--- src/rtl/pc_pkg.sv ---
// Shared types for the program counter / call stack block.
// Holds the operation encoding and the strobe priority encoder.
package pc_pkg;

    typedef enum logic [2:0] {
        PC_HOLD,
        PC_INC,
        PC_LOAD,
        PC_REL,
        PC_CALL,
        PC_RET
    } pc_op_t;

    // Strobe priority: stall > ret > call > load_en > rel_en > inc.
    // Reset sits above all of these and is handled in the registers.
    function automatic pc_op_t decode_op(
        input logic stall,
        input logic ret,
        input logic call,
        input logic load_en,
        input logic rel_en,
        input logic inc
    );
        pc_op_t op;
        if (stall)        op = PC_HOLD;
        else if (ret)     op = PC_RET;
        else if (call)    op = PC_CALL;
        else if (load_en) op = PC_LOAD;
        else if (rel_en)  op = PC_REL;
        else if (inc)     op = PC_INC;
        else              op = PC_HOLD;
        return op;
    endfunction

endpackage

--- src/rtl/return_stack.sv ---
// Return-address LIFO with occupancy count.
// Push when full and pop when empty leave the stack untouched.
module return_stack #(
    parameter int WIDTH = 12,
    parameter int DEPTH = 4,
    localparam int CW = $clog2(DEPTH + 1),
    localparam int AW = (DEPTH > 1) ? $clog2(DEPTH) : 1
) (
    input  logic             clk,
    input  logic             reset,
    input  logic             push,
    input  logic             pop,
    input  logic [WIDTH-1:0] push_data,
    output logic [WIDTH-1:0] top_data,
    output logic [CW-1:0]    count,
    output logic             full,
    output logic             empty
);

    logic [WIDTH-1:0] mem [DEPTH];
    logic [AW-1:0]    wr_idx;
    logic [AW-1:0]    top_idx;
    logic             do_push;
    logic             do_pop;

    assign full    = (count == CW'(DEPTH));
    assign empty   = (count == '0);
    assign do_push = push && !full;
    assign do_pop  = pop && !push && !empty;
    assign wr_idx  = AW'(count);
    assign top_idx = AW'(count - CW'(1));

    // Entry contents are don't-care after reset, so only the count is cleared.
    always_ff @(posedge clk) begin
        if (reset) begin
            count <= '0;
        end else if (do_push) begin
            mem[wr_idx] <= push_data;
            count       <= count + CW'(1);
        end else if (do_pop) begin
            count <= count - CW'(1);
        end
    end

    assign top_data = empty ? '0 : mem[top_idx];

endmodule

--- src/rtl/pc_call_stack.sv ---
// Program counter with increment, load, relative branch and call/return.
// Sticky overflow/underflow flags report misuse of the return stack.
module pc_call_stack
    import pc_pkg::*;
#(
    parameter int                PC_WIDTH     = 12,
    parameter logic [PC_WIDTH-1:0] RESET_PC   = '0,
    parameter int                OFFSET_WIDTH = 8,
    parameter int                STACK_DEPTH  = 4,
    localparam int CW = $clog2(STACK_DEPTH + 1)
) (
    input  logic                    clk,
    input  logic                    reset,
    input  logic                    stall,
    input  logic                    inc,
    input  logic                    load_en,
    input  logic                    rel_en,
    input  logic                    call,
    input  logic                    ret,
    input  logic                    clr_flags,
    input  logic [PC_WIDTH-1:0]     bus_data_in,
    input  logic [OFFSET_WIDTH-1:0] rel_offset,
    output logic [PC_WIDTH-1:0]     pc_out,
    output logic [CW-1:0]           stack_count,
    output logic                    stack_full,
    output logic                    stack_empty,
    output logic                    overflow_err,
    output logic                    underflow_err
);

    pc_op_t              op;
    logic [PC_WIDTH-1:0] pc_next;
    logic [PC_WIDTH-1:0] pc_plus1;
    logic [PC_WIDTH-1:0] rel_ext;
    logic [PC_WIDTH-1:0] top_data;

    assign op       = decode_op(stall, ret, call, load_en, rel_en, inc);
    assign pc_plus1 = pc_out + PC_WIDTH'(1);
    assign rel_ext  = PC_WIDTH'($signed(rel_offset));

    return_stack #(
        .WIDTH (PC_WIDTH),
        .DEPTH (STACK_DEPTH)
    ) u_stack (
        .clk       (clk),
        .reset     (reset),
        .push      (op == PC_CALL),
        .pop       (op == PC_RET),
        .push_data (pc_plus1),
        .top_data  (top_data),
        .count     (stack_count),
        .full      (stack_full),
        .empty     (stack_empty)
    );

    always_comb begin
        pc_next = pc_out;
        case (op)
            PC_INC:  pc_next = pc_plus1;
            PC_LOAD: pc_next = bus_data_in;
            PC_REL:  pc_next = pc_out + rel_ext;
            PC_CALL: pc_next = bus_data_in;
            PC_RET:  pc_next = stack_empty ? pc_out : top_data;
            default: pc_next = pc_out;
        endcase
    end

    always_ff @(posedge clk) begin
        if (reset) pc_out <= RESET_PC;
        else       pc_out <= pc_next;
    end

    // A new error in the same cycle as clr_flags wins; stall freezes the flags.
    always_ff @(posedge clk) begin
        if (reset) begin
            overflow_err  <= 1'b0;
            underflow_err <= 1'b0;
        end else if (!stall) begin
            overflow_err  <= (overflow_err && !clr_flags)
                             || (op == PC_CALL && stack_full);
            underflow_err <= (underflow_err && !clr_flags)
                             || (op == PC_RET && stack_empty);
        end
    end

endmodule
--- config.mk ---
export PLATFORM = sky130hd
export DESIGN_NAME = pc_call_stack
export DESIGN_NICKNAME = d
export VERILOG_FILES = /design/src/rtl/pc_pkg.sv /design/src/rtl/return_stack.sv /design/src/rtl/pc_call_stack.sv
export SDC_FILE = /design/constraint.sdc
export NUM_CORES = 1
export LEC_CHECK = 0
export ABC_AREA = 0
export BUFFER_PORTS_ARGS = -buffer_cell sky130_fd_sc_hd__clkbuf_2
export CAP_MARGIN = 20
export CORE_MARGIN = 2
export CORE_UTILIZATION = 62
export DETAILED_ROUTE_END_ITERATION = 10
export GPL_ROUTABILITY_DRIVEN = 0
export PLACE_DENSITY = 0.87
export SLEW_MARGIN = 20
export SYNTH_ARGS = -nofsm -noshare
export SYNTH_HDL_FRONTEND = slang
export SYNTH_SLANG_ARGS = --single-unit
--- constraint.sdc ---
create_clock -name clk -period 3.8 [get_ports clk]
set_input_delay 0.57 -clock clk [delete_from_list [all_inputs] [get_ports clk]]
set_output_delay 0.57 -clock clk [all_outputs]
set_load 0.03 [all_outputs]
==> impl_metrics.yaml <==
final_layout:
  instances_no_fill: 430
  fin_util: 0.734
  area.growth.synth_to_final_pct: 13.0
  diodes: 0
  fill_cells: 373
  design_area_um2: 4090
  nNetsFinal: 401
  drive_gt1_frac: 0.243
route:
  routed_wl_mm: 8.31
  detail-route-antenna-nets: 0
  wl_per_cell_um: 19.3
  vias_per_cell: 6.60
  drc: 0
  drt_iter0_markers: 317
  vias: 2836
  firstDrtPassIters: 5
cts:
  cts_tree: "done"
  cts.reportedPaths.clkPinSlew_ns: 0.07
  cts_buffers: 9
  clockBufferDepth: 2
  holdBufCountCts: 0
  cts_setup_buffers: 0
  cts-resized-gates: 0
  insertion_delay_ns: 0.33
  numClockSinks: 65
  cts-root-buf: "clkbuf_8"
  htree_num_levels: 3
power:
  total_power_mw: 1.74
  vdd_ir_drop_max_uv: 365
  leakage_nw: 1.56
  p_per_area_nw_per_um2: 425
placed_design:
  place_inst: 414
  pre_cts_slack_ns: 1.05
  dpl.hpwl_mm: 5.90
  placed_cell_area_um2: 3910
  portBuffers: 47
timing:
  rsz0062_at_grt: "false"
  slew_violations: 0
  worstMarginPinSlew_ns: 0.723
  hold_viol_final: 0
  fmax_mhz: 359
  fin_tns_setup_ns: 0
  fin_crit_sh: 0.733
  whs_ns: 0.503
  fin_crit_ns: 2.78
  max_slew_margin: 0.515
  setup_violations: 0
  skew_ns: 0.00740
  final.setup.worst_slack_ns: 1.02
critical_path:
  path_class: "reg -> reg"
  startpoint_type: "register"
  cp-end-kind: "register"
  crit_fanout: 16
  worstPathArrival_ns: 3.06
  cp.required_ns: 4.07
synthesis:
  synth.distinct_cells: 68
  ys.flop_type: "edfxtp_1"
  yosys.area.top_type_share: 0.398
  synthTopCellsByCount: "edfxtp_1, nor2_1, a21oi_1"
  synth_edf_count: 48
  synth_async_sr_flop_share: 0
  yosysMostFrequentCell: "edfxtp_1"
  synth_largest_area_cell: "edfxtp_1"
  syn-num-nets: 350
  ys_ff_latch: 65
  syn_area_um2: 3620
  yosys_warnings: 0
  synthTopCellsByArea: "edfxtp_1, dfxtp_1, ha_1, mux4_2, nor2_1"
  syn_area_per_cell_um2: 12.0
  synthesis.instances: 302
  seq_area_frac_synth: 0.492
floorplan:
  die_w_um: 80.4
  die_h_um: 80.4
  die_area_um2: 6460
  initial_utilization: 0.649
  rows: 27
  ios: 48
  design.core.area_um2: 5570
global_routing:
  antenna_found_initial: 0
  grt_usage: 0.278
  grt_pass1_wl_mm: 12.9
  grt_pass1_vias: 2559
  grt_max_degree: 24
  grt_overflow: 0
hold_path:
  min_path_type: "reg -> reg"
flow_run:
  timing.max_cap.violations: 0
outcome:
  status: "completed"
[critical path, cell delays in order, from the launching register on]
cell and delay (ns):
dfxtp_1 0.31, buf_4 0.27, inv_1 0.14, ha_1 0.28
ha_1 0.36, a21oi_2 0.23, o31a_1 0.41, o21ai_0 0.13
nor2b_1 0.15, a2111o_1 0.34, nor2_1 0.11
[final cells by class]
class | count | area, um^2 | share of cell area
Tap cell | 72 | 90.1 | 0.0220
Inverter | 7 | 26.3 | 0.00642
Timing Repair Buffer | 50 | 258 | 0.0630
Clock inverter | 4 | 43.8 | 0.0107
Multi-Input combinational cell | 220 | 1760 | 0.429
Clock buffer | 12 | 135 | 0.0330
Sequential cell | 65 | 1780 | 0.436
[cells in the final DEF, fill, tap and decap left out, types with 3 or more instances in the layout]
cell / Yosys / layout
nand3_1: 6 / 6
nand2b_1: 3 / 3
mux4_2: 10 / 10
nand2_1: 14 / 14
a21oi_1: 21 / 21
o21ai_0: 14 / 14
nor3_1: 6 / 6
clkbuf_8: 0 / 9
a311oi_1: 3 / 3
clkbuf_2: 0 / 47
dfxtp_1: 17 / 17
and2_1: 4 / 4
clkbuf_1: 4 / 3
ha_1: 18 / 18
inv_1: 7 / 7
a21o_1: 4 / 4
buf_4: 2 / 3
xnor2_1: 9 / 9
o31ai_1: 3 / 3
a31oi_1: 3 / 3
xor2_1: 8 / 8
and3_1: 3 / 3
edfxtp_1: 48 / 48
a221o_1: 4 / 4
nor2_1: 32 / 32
[final timing paths]
kind	startpoint	to	slack, ns	cells past startpoint
worst max-delay path	u_stack.count[0]$_SDFFE_PP0P_	pc_out[11]$_SDFFE_PP0P_	1.02	10
worst min-delay path	overflow_err$_SDFFE_PP0N_	overflow_err$_SDFFE_PP0N_	0.50	2
worst max register to register	u_stack.count[0]$_SDFFE_PP0P_	pc_out[11]$_SDFFE_PP0P_	1.02	10
worst min register to register	overflow_err$_SDFFE_PP0N_	overflow_err$_SDFFE_PP0N_	0.50	2
[power breakdown]
part | switching [mW] | total (mW) | internal (mW)
sequential | 0.0260 | 0.815 | 0.789
combinational | 0.232 | 0.379 | 0.147
clock | 0.245 | 0.544 | 0.299
[layer usage]
| layer | GRT usage | vias up | routed length, um |
|---|---|---|---|
| met5 | 0 | - | 0 |
| met4 | 0.156 | 0 | 261 |
| met3 | 0.0562 | 25 | 713 |
| met2 | 0.434 | 178 | 4010 |
| met1 | 0.363 | 1348 | 3330 |
| li1 | - | 1285 | - |
[sequential cells by signal, indices dropped and copies added (netlist names)]
signal,cells
overflow_err,1
pc_out,12
u_stack.mem,48
u_stack.count,3
underflow_err,1
[logic make-up after synthesis]
logic type      share of synthesized area
fa+ha+maj                          0.0678
simple gates                        0.123
mux                                0.0799
flops                               0.492
compound gates                      0.173
xor+xnor                           0.0411
buf+inv                            0.0225
Note: power is estimated with default switching activity, not from simulation.
